### config.mk
export PLATFORM = sky130hd
export DESIGN_NAME = servo_cmd_arbiter
export DESIGN_NICKNAME = d
export VERILOG_FILES = /design/src/rtl/servo_cmd_arbiter.sv
export SDC_FILE = /design/constraint.sdc
export NUM_CORES = 1
export LEC_CHECK = 0
export ABC_AREA = 1
export CORE_MARGIN = 5
export CORE_UTILIZATION = 40
export CTS_CLUSTER_DIAMETER = 100
export CTS_CLUSTER_SIZE = 25
export DETAILED_ROUTE_END_ITERATION = 12
export GPL_ROUTABILITY_DRIVEN = 0
export PLACE_DENSITY = 0.72
export SLEW_MARGIN = 20
export SYNTH_ARGS = -nofsm -noshare
export SYNTH_HDL_FRONTEND = slang
export SYNTH_SLANG_ARGS = --single-unit
### constraint.sdc
create_clock -name clock -period 4 [get_ports clock]
set_input_delay 0.8 -clock clock [delete_from_list [all_inputs] [get_ports clock]]
set_output_delay 0.8 -clock clock [all_outputs]
set_load 0.005 [all_outputs]
### src/rtl/servo_cmd_arbiter.sv
// servo_cmd_arbiter
// Round-robin arbiter that picks one of NUM_REQ servo command requesters,
// forwards the winner's ratio to servo_ctrl as the new target, and keeps the
// previous target as the start ratio so the servo can ramp between them.
// After each grant the arbiter dwells for hold_cycles+1 HOLD cycles before it
// looks at requests again.
//
// Optional feature: define SERVO_ARB_CLAMP_EN to clamp the granted ratio into
// [min_ratio, max_ratio] (min_ratio wins when the bounds are inverted).
// Without the macro the ratio passes through untouched.
//
// Handshake: req[i] is a level held by requester i until it sees grant[i]
// pulse for one cycle; a request dropped before its grant is simply
// forgotten. Requests are not looked at while busy is high.
module servo_cmd_arbiter #(
  parameter int          NUM_REQ    = 4,
  parameter logic [7:0]  INIT_RATIO = 8'd20
) (
  input  logic                   clock,
  input  logic                   reset,
  input  logic [NUM_REQ-1:0]     req,
  input  logic [8*NUM_REQ-1:0]   req_ratio,
  input  logic [7:0]             min_ratio,
  input  logic [7:0]             max_ratio,
  input  logic [15:0]            hold_cycles,
  input  logic                   stop,
  output logic [NUM_REQ-1:0]     grant,
  output logic                   busy,
  output logic                   pwm_enable,
  output logic [7:0]             start_pwm_ratio,
  output logic [7:0]             target_pwm_ratio,
  output logic [1:0]             state_dbg
);

  localparam int PW = $clog2(NUM_REQ);

  typedef enum logic [1:0] {
    IDLE  = 2'd0,
    GRANT = 2'd1,
    HOLD  = 2'd2
  } state_t;

  state_t        state;
  logic [PW-1:0] ptr;
  logic [15:0]   cnt;

  logic          found;
  logic [PW-1:0] win;
  logic [PW-1:0] ptr_next;
  logic [7:0]    win_ratio;
  logic [7:0]    proc_ratio;

  assign state_dbg = state;

  // Round-robin search starting at ptr and wrapping modulo NUM_REQ.
  always_comb begin
    found = 1'b0;
    win   = '0;
    for (int i = 0; i < NUM_REQ; i++) begin
      if (!found && req[(int'(ptr) + i) % NUM_REQ]) begin
        found = 1'b1;
        win   = PW'((int'(ptr) + i) % NUM_REQ);
      end
    end
  end

  // Pointer moves one past the winner so the winner becomes lowest priority.
  always_comb begin
    ptr_next = (int'(win) == NUM_REQ - 1) ? '0 : win + PW'(1);
  end

  // Ratio of the winning requester, optionally clamped.
  always_comb begin
    win_ratio = req_ratio[8*int'(win) +: 8];
`ifdef SERVO_ARB_CLAMP_EN
    // Upper bound first, then lower bound: inverted bounds collapse to min.
    proc_ratio = (win_ratio > max_ratio) ? max_ratio : win_ratio;
    proc_ratio = (proc_ratio < min_ratio) ? min_ratio : proc_ratio;
`else
    proc_ratio = win_ratio;
`endif
  end

`ifndef SERVO_ARB_CLAMP_EN
  // Clamp bounds are intentionally unused in the pass-through build.
  logic unused_clamp_bounds;
  assign unused_clamp_bounds = ^{min_ratio, max_ratio};
`endif

  // Arbitration FSM with all outputs registered; stop aborts from any state.
  always_ff @(posedge clock) begin
    if (reset) begin
      state            <= IDLE;
      ptr              <= '0;
      cnt              <= '0;
      grant            <= '0;
      busy             <= 1'b0;
      pwm_enable       <= 1'b0;
      start_pwm_ratio  <= INIT_RATIO;
      target_pwm_ratio <= INIT_RATIO;
    end else if (stop) begin
      state      <= IDLE;
      grant      <= '0;
      busy       <= 1'b0;
      pwm_enable <= 1'b0;
    end else begin
      case (state)
        IDLE: begin
          if (found) begin
            state            <= GRANT;
            grant            <= NUM_REQ'(1) << win;
            start_pwm_ratio  <= target_pwm_ratio;
            target_pwm_ratio <= proc_ratio;
            pwm_enable       <= 1'b1;
            busy             <= 1'b1;
            ptr              <= ptr_next;
            cnt              <= hold_cycles;
          end
        end
        GRANT: begin
          grant <= '0;
          state <= HOLD;
        end
        HOLD: begin
          if (cnt == 16'd0) begin
            state <= IDLE;
            busy  <= 1'b0;
          end else begin
            cnt <= cnt - 16'd1;
          end
        end
        default: begin
          state <= IDLE;
          grant <= '0;
          busy  <= 1'b0;
        end
      endcase
    end
  end

endmodule
==> metrics <==
Initial Util 0.412; Logic pwr share 0.528; FFs w/ async S/R, synth 0; Fin. Hold Viols 0; commonest non-fill, non-tap cell in the layout nand2_1; leading cell types in the layout, fill and taps excluded nand2_1 (134), clkdlybuf4s50_1 (78), inv_1 (72), nor2_1 (44), dfxtp_1 (42); DR pass1 iterations 4; Pins Over Slew Limit 0; largest net degree at the start of global routing 27; Synth Area in XOR/XNOR 0.0124; ys flop type dfxtp_1; CP max-delay cell clkdlybuf4s50_1; Clock transition at path regs ~90 ps; Final Cycle Share 0.705; die width 93.9 µm; outcome completed; Most Frequent Cell on Critical Path inv_1; DP Area about 3600 µm²; R2R Setup Slk 1470 ps; total number of vias 3077; DP HPWL approximately 5600 µm; Synth cell types 32; vias per inst slightly below 5; sequential share of power 0.297; cell area after synthesis 2820 µm²; ratio of cells with drive above 1 in the final layout 0.0603; CTS root buf clkbuf_8; min Tclk post-route ~2800 ps; Fillers 683; Avg Cell Area, Syn ~6.2 µm²; Post-Synth Simple-Gate Area 0.417; Worst Hold Path Cells 2; Syn Nets 532; total wire length around 7500 µm; sequential area share after synthesis 0.299; CTS tree yes; Core Area slightly below 7000 µm²; mux cell area share after synthesis 0; FMAX ~350 MHz; R2R cell count 12; Sw Share 0.438; setup_tns 0 ps; worst r2r src ptr[0]; crit path kind in -> reg; Critical Path Start Type input port; CP Max Fanout 19; cts bufs inserted 5; internal power around 1.1 mW; post-route cell area approximately 3700 µm²; CTS sink cnt 42; worst hold start grant[2]; worst endpoint required time about 4200 ps; first-pass GRT wire length between 10000 and 15000 µm; Syn Inst Count roughly 460; final non-filler cell total between 600 and 700; quantity of gates resized following cts 0; DRT antenna net count 0; Setup Fix Bufs, Post-CTS 0; total track usage 0.170; crit end category register; Slew headroom 0.502; FP Rows 30; number of enable flip-flop cells after synthesis 0; DIE HEIGHT approximately 94 µm; post-synthesis compound-gate area fraction 0.105; average wire per standard cell around 12 µm; main combinational cell family by area after synthesis simple AND/OR/NAND/NOR gates; Worst path max stage delay between 400 and 500 ps; placed insts approximately 620; Sw Pwr roughly 0.85 mW; clk buf depth 2; Min-Delay Endpoint grant[2]; Peak VDD IR 0.302 mV; Static Leakage approximately 1.8 nW; setup violators final 0; initial antenna violation count 0; number of port buffers 78; actual slew at the worst max-slew pin 743 ps; RSZ-0062 raised after global routing false; n_diodes 0; Layout area overhead 32.5%; warnings from Yosys 0; Synth Register Bits between 40 and 50; CP Cell Sequence clkdlybuf4s50_1 > inv_1 > nand2_1 > nand3_1 > nand2_2 > inv_1 > nand3_2 > nand3_4 > inv_1 > ha_1 > o21ai_2 > a21oi_1; drt drc 0; adder-cell share of the synthesized area 0.0222; RR Endpoint ptr[1]; max cap viols 0; clock power share 0.174; pwr/cell area 522 nW/µm²; crit path DAT roughly 3000 ps; Ports between 90 and 100; worst-skew pair later-pin latency slightly below 300 ps; Hold Crit Class reg -> reg; Nets just over 600; # H-tree levels 2; GR Overflow Total 0; clk_skew ~11 ps; DR iter-0 viols 125; Die ar. roughly 9000 µm²; CTS hold repair buffers 0; number of global-route vias before repair around 2.9k
-- worst max-delay path, delay by kind of cell --
family	cells	cell delay (ps)
AOI/OAI and AO/OA	2	180
adders and majority gates	1	320
and+or+nand+nor	5	950
buffers and inverters	4	730
-- through the flow --
step           hold WS (ps)  power [mW]  setup WS, ps   util
5_1_grt                 488        2.11           963  0.546
6_report                462        1.95          1180  0.546
3_5_place_dp            448        1.61           883  0.530
3_3_place_gp            442        1.59           938  0.530
2_1_floorplan           446        1.33          1680      -
4_1_cts                 464        1.95          1190  0.546
-- sequential cells by signal, summed over array words and instances (netlist names) --
| name | cells |
|---|---|
| start_pwm_ratio | 8 |
| pwm_enable | 1 |
| target_pwm_ratio | 8 |
| ptr | 2 |
| state_dbg | 2 |
| cnt | 16 |
| grant | 4 |
| busy | 1 |
-- cells by family (layout without fill, tap and decap cells) --
| group | Yosys count | after routing |
|---|---|---|
| AO/OA/AOI/OAI | 56 | 56 |
| adder cells (fa/ha/maj) | 5 | 5 |
| buffers and inverters | 92 | 167 |
| flip-flops | 42 | 42 |
| AND/OR/NAND/NOR | 257 | 257 |
| XOR/XNOR | 4 | 4 |
-- metal layers --
metal  GRT usage  vias to the layer above  part of all wire
li1            -                     1580                 -
met1       0.205                     1368              0.44
met2       0.291                      112              0.46
met3      0.0465                       17             0.080
met4      0.0554                        0             0.023
met5           0                        -                 0
-- power groups by stage --
stage          combinational [mW]  clock, mW  sequential [mW]
5_1_grt                      1.15      0.362            0.592
3_5_place_dp                 1.02          0            0.587
4_1_cts                      1.03      0.345            0.579
6_report                     1.03      0.339            0.579
3_3_place_gp                 1.00          0            0.587
2_1_floorplan               0.751          0            0.574
-- synthesized netlist by cell type (2+ instances only) --
library cell	n	area, µm²
nand2_1	134	503
nand3_4	2	35.0
ha_1	5	62.6
inv_2	5	18.8
buf_4	2	15.0
nand2_2	6	37.5
dfxtp_1	42	841
nor3_1	3	15.0
inv_1	72	270
o21ai_0	25	125
nand3b_1	2	15.0
o21ai_1	4	20.0
clkbuf_1	4	15.0
nand3_1	40	200
a31oi_1	4	25.0
a21oi_1	20	100
xor2_1	4	35.0
clkbuf_8	2	27.5
nand4_1	18	113
clkinv_1	2	7.51
nor2_1	44	165
or2_2	2	12.5
nor2_8	2	40.0
buf_6	3	33.8
o21ai_2	2	17.5
-- area by class of cell --
class	count	area, µm²	share of cell area
clock inverter	2	37.5	0.0101
inverter	79	297	0.0795
clock buffer	6	72.6	0.0195
multi-input combinational	322	1570	0.420
tap	96	120	0.0322
timing repair buffer	80	796	0.213
sequential	42	841	0.225
-- how the worst max path moves through the flow --
stage,from,endpoint,depth (start not counted),slack (ps)
after detailed placement,req[1],ptr[1],12,880
final,req[1],ptr[1],12,1180
after global routing,req[2],cnt[6],12,960
after global placement,req[1],ptr[1],12,940
after floorplan,req[3],ptr[1],12,1680
after CTS,req[1],ptr[1],12,1190
Note: power is estimated with default switching activity, not from simulation.
